$ cat config.mk
export PLATFORM = sky130hd
export DESIGN_NAME = pc_dump_scheduler
export DESIGN_NICKNAME = d
export VERILOG_FILES = /design/src/rtl/genesys_pc_pkg.sv /design/src/rtl/pc_dump_scheduler.sv
export SDC_FILE = /design/constraint.sdc
export NUM_CORES = 1
export LEC_CHECK = 0
export BUFFER_PORTS_ARGS = -buffer_cell sky130_fd_sc_hd__buf_4
export CORE_ASPECT_RATIO = 1.5
export CORE_MARGIN = 2
export CORE_UTILIZATION = 50
export CTS_CLUSTER_SIZE = 30
export DETAILED_ROUTE_END_ITERATION = 12
export PLACE_DENSITY_LB_ADDON = 0.12
export SLEW_MARGIN = 20
export SYNTH_ARGS = -nofsm -noshare
export SYNTH_HDL_FRONTEND = slang
export SYNTH_SLANG_ARGS = --single-unit
$ cat constraint.sdc
create_clock -name clk -period 4.45 [get_ports clk]
set_input_delay 0.6675 -clock clk [delete_from_list [all_inputs] [get_ports clk]]
set_output_delay 0.6675 -clock clk [all_outputs]
set_load 0.02 [all_outputs]
$ cat src/rtl/genesys_pc_pkg.sv
// rtl/genesys_pc_pkg.sv - shared types and defaults for the performance-counter dump path
package genesys_pc_pkg;

    typedef enum logic [1:0] {
        ST_IDLE      = 2'd0,
        ST_START     = 2'd1,
        ST_WAIT_DONE = 2'd2,
        ST_CLEAR     = 2'd3
    } pc_state_t;

    localparam int DUMP_BYTES_DEFAULT = 96;

endpackage

$ cat src/rtl/pc_dump_scheduler.sv
// rtl/pc_dump_scheduler.sv - queues counter-dump requests and sequences start/done/clear
import genesys_pc_pkg::*;

module pc_dump_scheduler #(
    parameter int AXI_ADDR_WIDTH = 64,
    parameter int DUMP_BYTES     = DUMP_BYTES_DEFAULT,
    parameter int MAX_PENDING    = 4,
    parameter int TIMEOUT_CYCLES = 4096
) (
    input  logic                      clk,
    input  logic                      reset,
    input  logic                      cfg_enable,
    input  logic [AXI_ADDR_WIDTH-1:0] cfg_base_addr,
    input  logic [15:0]               cfg_num_slots,
    input  logic                      dump_req,
    input  logic                      err_clear,
    output logic                      pc_start,
    output logic [AXI_ADDR_WIDTH-1:0] pc_addr,
    input  logic                      pc_done,
    output logic                      pc_clear,
    output logic                      busy,
    output logic [2:0]                pending_cnt,
    output logic [31:0]               dump_count,
    output logic                      overflow_err,
    output logic                      timeout_err
);

    localparam int TW = $clog2(TIMEOUT_CYCLES + 1);

    pc_state_t                 state;
    logic [TW-1:0]             tmo_cnt;
    logic [15:0]               slot_idx;
    logic [15:0]               last_slot;
    logic [AXI_ADDR_WIDTH-1:0] slot_offset;
    logic                      take;
    logic                      req_ok;
    logic                      ovf_set;
    logic                      accept;
    logic                      tmo_set;

    // A slot count of zero behaves as a single-slot ring.
    assign last_slot   = (cfg_num_slots == 16'd0) ? 16'd0 : cfg_num_slots - 16'd1;
    assign slot_offset = AXI_ADDR_WIDTH'(slot_idx) * AXI_ADDR_WIDTH'(DUMP_BYTES);
    assign take        = (state == ST_IDLE) && (pending_cnt != 3'd0);
    assign req_ok      = dump_req && cfg_enable;
    assign ovf_set     = req_ok && !take && (pending_cnt == 3'(MAX_PENDING));
    assign accept      = req_ok && !ovf_set;
    assign tmo_set     = (state == ST_WAIT_DONE) && !pc_done &&
                         (tmo_cnt == TW'(TIMEOUT_CYCLES - 1));

    always_ff @(posedge clk) begin
        if (reset) begin
            state        <= ST_IDLE;
            tmo_cnt      <= '0;
            slot_idx     <= 16'd0;
            pc_start     <= 1'b0;
            pc_addr      <= '0;
            pc_clear     <= 1'b0;
            busy         <= 1'b0;
            pending_cnt  <= 3'd0;
            dump_count   <= 32'd0;
            overflow_err <= 1'b0;
            timeout_err  <= 1'b0;
        end else begin
            pc_start    <= 1'b0;
            pc_clear    <= 1'b0;
            pending_cnt <= pending_cnt + 3'(accept) - 3'(take);

            // A new error in the same cycle as err_clear stays set.
            if (ovf_set)
                overflow_err <= 1'b1;
            else if (err_clear)
                overflow_err <= 1'b0;

            if (tmo_set)
                timeout_err <= 1'b1;
            else if (err_clear)
                timeout_err <= 1'b0;

            case (state)
                ST_IDLE: begin
                    pc_addr <= cfg_base_addr + slot_offset;
                    if (take) begin
                        state    <= ST_START;
                        pc_start <= 1'b1;
                        busy     <= 1'b1;
                    end
                end
                ST_START: begin
                    state   <= ST_WAIT_DONE;
                    tmo_cnt <= '0;
                end
                ST_WAIT_DONE: begin
                    if (pc_done) begin
                        state    <= ST_CLEAR;
                        pc_clear <= 1'b1;
                    end else if (tmo_set) begin
                        state <= ST_IDLE;
                        busy  <= 1'b0;
                    end else begin
                        tmo_cnt <= tmo_cnt + TW'(1);
                    end
                end
                ST_CLEAR: begin
                    // Ring shrunk below the current slot also wraps to zero.
                    slot_idx   <= (slot_idx >= last_slot) ? 16'd0 : slot_idx + 16'd1;
                    dump_count <= dump_count + 32'd1;
                    state      <= ST_IDLE;
                    busy       <= 1'b0;
                end
                default: begin
                    state <= ST_IDLE;
                    busy  <= 1'b0;
                end
            endcase
        end
    end

endmodule

==> flow_summary.rst <==
.. list-table::
   :header-rows: 1

   * - Metric
     - Value
   * - Startpoint of the worst register-to-register path
     - slot_idx[1]
   * - Routed wire length per instance
     - about 17 microns
   * - Total standard cell area after synthesis
     - between 8000 and 9000 sq um
   * - Status
     - complete, no violations
   * - Clock transition at the registers of the reported paths
     - 70 ps
   * - Share of layout cells above drive strength 1
     - about 22%
   * - Top cell type's share of synthesized area
     - 30.1%
   * - Area taken by flip-flops and latches
     - around 2700 sq um
   * - Crit Path Max Fanout
     - 17
   * - Placer congestion estimate
     - just over 0.9
   * - TritonCTS clock tree
     - done
   * - Class of the most critical hold timing path
     - reg2reg
   * - Die Width
     - 113 microns
   * - Count of flip-flops with a built-in enable after synthesis
     - 0
   * - Period utilisation layout
     - a little over nine tenths
   * - Effective utilization at floorplan
     - 50.4%
   * - Mux share of post-synthesis cell area
     - less than 1%
   * - Type of the worst setup path
     - reg2reg
   * - H-tree lvl count
     - 4
   * - Number of routed nets with antenna violations
     - 0
   * - Area added between synthesis and finish
     - 26.5%
   * - Top cell type by total area after synthesis
     - sky130_fd_sc_hd__dfxtp_1
   * - Static leakage
     - ~0.0048 uW
   * - Endpoints failing setup
     - 0
   * - Sequential share of the synthesized area
     - a little under a third
   * - Maximum capacitance violations
     - 0
   * - Share of flip-flops with an asynchronous set or reset after synthesis
     - 0%
   * - Core Area
     - ~18000 sq um
   * - Wire length of the first global-routing pass
     - approximately 40000 microns
   * - Total global routing overflow
     - 0
   * - Total Die Area
     - around 19000 sq um
   * - Pre-Repair DR Iteration Count
     - 6
   * - Worst Setup SP
     - slot_idx[1]
   * - Estimated wirelength of the detail-placed design
     - approximately 19000 microns
   * - Total internal power
     - 2940 uW
   * - Syn Nets
     - ~1300
   * - Clock root buffer
     - sky130_fd_sc_hd__clkbuf_16
   * - Startpoint class of the critical path
     - flop
   * - Yosys Warn Count
     - 0
   * - Unrepaired setup endpoints after global routing
     - false
   * - Worst Hold Slack
     - approximately 450 ps
   * - Final Max Slew Viols
     - 0
   * - Top_reg_cell synth
     - sky130_fd_sc_hd__dfxtp_1
   * - Cell area power density
     - around 420 nW/um^2
   * - Largest net degree at the start of global routing
     - 72
   * - Adder-cell share of the synthesized area
     - under 10%
   * - # rows
     - 60
   * - Detail-routed via count per cell
     - 5.78
   * - Total Nets Final
     - roughly 1400
   * - Total wire length
     - approximately 26000 microns
   * - Final standard cell count with taps included and fillers excluded
     - about 1500
   * - Clk_lat worst skew
     - between 400 and 500 ps
   * - Setup TNS
     - 0 ps
   * - Combinational power share
     - between 30% and 40%
   * - Crit-path cells
     - ha_1 -> inv_1 -> fa_1 -> nor2b_1 -> o31a_1 -> a31oi_1 -> o22ai_1 -> o41ai_2 -> xor2_1 -> ha_1 -> a21oi_1 -> o21bai_4 -> a311oi_4 -> buf_12 -> a21oi_1 -> and3_1 -> or3_1
   * - Post-synthesis xor/xnor area fraction
     - about 10%
   * - Worst hold start
     - pc_addr[11]
   * - Capturing element type of the critical path
     - flop
   * - Switching Fraction
     - 38.2%
   * - Worst path max stage delay
     - ~400 ps
   * - Number of antenna violations at the first check in global routing
     - 0
   * - Worst-case clock skew
     - about 12 ps
   * - Cell total after placement
     - 1490
   * - Antenna diode instance count
     - 0
   * - Mean cell area of the mapped netlist
     - 8.11 sq um
   * - Number of distinct library cells after synthesis
     - a little under 80
   * - Max Fclk
     - approximately 0.24 GHz
   * - Vias in the first global route
     - ~8500
   * - Peak VDD IR
     - between 0.3 and 0.4 mV
   * - Number of buffers inserted during clock tree synthesis
     - 17
   * - Worst slew pin tran
     - just over 1000 ps
   * - Standard cell with the maximum stage delay on the critical path
     - sky130_fd_sc_hd__fa_1
   * - Post-synthesis compound-gate area fraction
     - a little over a fifth
   * - Die height
     - about 170 microns
   * - Clock period minus final worst setup slack
     - between 4000 and 5000 ps
   * - Area of the multi-input gates
     - 5980 sq um
   * - Worst Path Arrival
     - between 4000 and 5000 ps
   * - Hold Vio Cnt, Final
     - 0
   * - Post-route total power
     - between 4000 and 5000 uW
   * - Simple-gate portion of the synthesized area
     - around a quarter
   * - Count of clock tree sinks
     - 135
   * - Cts hold-fix bufs
     - 0
   * - Cell types with the largest area share after synthesis
     - sky130_fd_sc_hd__dfxtp_1 30%, sky130_fd_sc_hd__ha_1 7.7%, sky130_fd_sc_hd__xnor2_1 6.3%, sky130_fd_sc_hd__nand2_1 5.1%, sky130_fd_sc_hd__nor2_1 4.8%
   * - Vias post-DR
     - between 8000 and 9000
   * - Largest delay share family, worst path
     - compound AO/OA/AOI/OAI gates
   * - Slew margin rel.
     - between 30% and 40%
   * - Buffers plus inverters on the worst setup path
     - 2
   * - Global Route Usage Sum
     - between 20% and 30%
   * - Fill cells
     - approximately 1600
   * - Switching power summed over all nets
     - 1820 uW
   * - Yosys reg bits
     - 135
   * - IO Pins
     - between 150 and 200
   * - Share of total power in sequential cells
     - approximately a third
   * - IO Port Bufs
     - 189
   * - Maximum clock path buffer count
     - 2
   * - Largest family of logic cells by synthesized area
     - simple AND/OR/NAND/NOR gates
   * - Number of design rule violations left after detail routing
     - 0
   * - Power share of the clock group
     - a little under a third
   * - Violation count after the first detailed-route iteration
     - ~450
   * - Post-Syn Instances
     - between 1000 and 1500
   * - Data required time of the worst path
     - 4760 ps
[synthesized netlist by cell type (15+ instances only)]
library cell,n
sky130_fd_sc_hd__dfxtp_1,135
sky130_fd_sc_hd__nand2_1,122
sky130_fd_sc_hd__nor2_1,115
sky130_fd_sc_hd__xnor2_1,64
sky130_fd_sc_hd__a21oi_1,62
sky130_fd_sc_hd__a211oi_1,55
sky130_fd_sc_hd__ha_1,55
sky130_fd_sc_hd__xor2_1,42
sky130_fd_sc_hd__nand3_1,39
sky130_fd_sc_hd__clkbuf_1,38
sky130_fd_sc_hd__o21ai_0,35
sky130_fd_sc_hd__nand4_1,33
sky130_fd_sc_hd__and3_1,32
sky130_fd_sc_hd__inv_1,32
sky130_fd_sc_hd__nor3_1,18
sky130_fd_sc_hd__a21o_1,15
sky130_fd_sc_hd__nor4_1,15
[through the flow]
stage                     util, %  worst slack, ps  instance area, sq um
after floorplan                 -              454                  8970
after global placement       60.1              208                 10700
after detailed placement     60.1             70.0                 10700
after CTS                    63.5             59.2                 11300
after global routing         63.8             3.97                 11300
final                        63.8              201                 11300
[placed cells by master, fill, tap and decap left out, types with 8 or more instances in the layout]
master	Yosys	layout
sky130_fd_sc_hd__and4_1	14	14
sky130_fd_sc_hd__nor3b_1	9	9
sky130_fd_sc_hd__and2_1	8	8
sky130_fd_sc_hd__nand3b_1	8	8
sky130_fd_sc_hd__or3_1	11	11
sky130_fd_sc_hd__a211oi_1	55	55
sky130_fd_sc_hd__nand2_1	122	122
sky130_fd_sc_hd__nand3_1	39	39
sky130_fd_sc_hd__nor3_1	18	18
sky130_fd_sc_hd__dfxtp_1	135	135
sky130_fd_sc_hd__a21o_1	15	15
sky130_fd_sc_hd__and3_1	32	32
sky130_fd_sc_hd__inv_1	32	32
sky130_fd_sc_hd__nor4_1	15	15
sky130_fd_sc_hd__buf_4	1	219
sky130_fd_sc_hd__o21ai_0	35	35
sky130_fd_sc_hd__nor2_1	115	113
sky130_fd_sc_hd__nand2b_1	13	13
sky130_fd_sc_hd__a31oi_1	12	12
sky130_fd_sc_hd__xnor2_1	64	64
sky130_fd_sc_hd__nand4_1	33	33
sky130_fd_sc_hd__a21oi_1	62	61
sky130_fd_sc_hd__xor2_1	42	42
sky130_fd_sc_hd__ha_1	55	55
sky130_fd_sc_hd__clkbuf_16	0	17
[power by group through the flow]
stage	combinational, uW	clock [uW]	sequential [uW]
floorplan	746	0	1860
global placement	1650	0	1640
detailed placement	1670	0	1640
CTS	1680	1490	1620
global route	1820	1550	1650
finish	1670	1470	1620
[registers in the layout, summed over array words and instances (netlist names)]
signal and cells:
pc_addr 64, dump_count 32, slot_idx 16, tmo_cnt 13
pending_cnt 3, state 2, busy 1, overflow_err 1
pc_clear 1, pc_start 1, timeout_err 1
[worst min-delay path: cells and delay by family (launching register included)]
kind            cells  cell delay (ps)
flops               1              310
compound gates      1               50
simple gates        1               50
[per-layer routing]
layer	vias up	share of wire (%)	wire length (microns)	track usage [%]
met5	-	0	0	0
met4	0	2.5	631	9.28
met3	44	5.4	1390	5.87
met2	244	52	13200	47.4
met1	4102	40	10400	29.8
li1	4414	-	-	-
[layout make-up]
type                    count  share of cell area [%]
multi-input cells         888                    52.7
flip-flops and latches    135                    23.8
repair buffers            220                    14.7
clock buffers              17                    3.75
inverters                  32                    1.06
clock inverters            15                    1.62
well taps                 217                    2.39
[kinds of logic (layout without fill, tap and decap cells)]
| group | Yosys count | after routing |
|---|---|---|
| buf+inv | 84 | 284 |
| flops | 135 | 135 |
| compound gates | 261 | 262 |
| xor+xnor | 106 | 106 |
| mux | 4 | 4 |
| fa+ha+maj | 58 | 58 |
| simple gates | 458 | 458 |
[worst paths after layout]
kind,end,slack (ps),depth (start not counted)
setup / recovery,pc_addr[61],200,17
hold / removal,pc_addr[11],450,2
hold reg to reg,pc_addr[11],450,2
setup reg to reg,pc_addr[61],200,17
[what timing repair did]
| item | CTS | global route |
|---|---|---|
| resized for setup | 0 | 7 |
| setup endpoints to repair | 0 | 25 |
| setup buffers | 0 | 1 |
(Power assumes the default switching activity.)
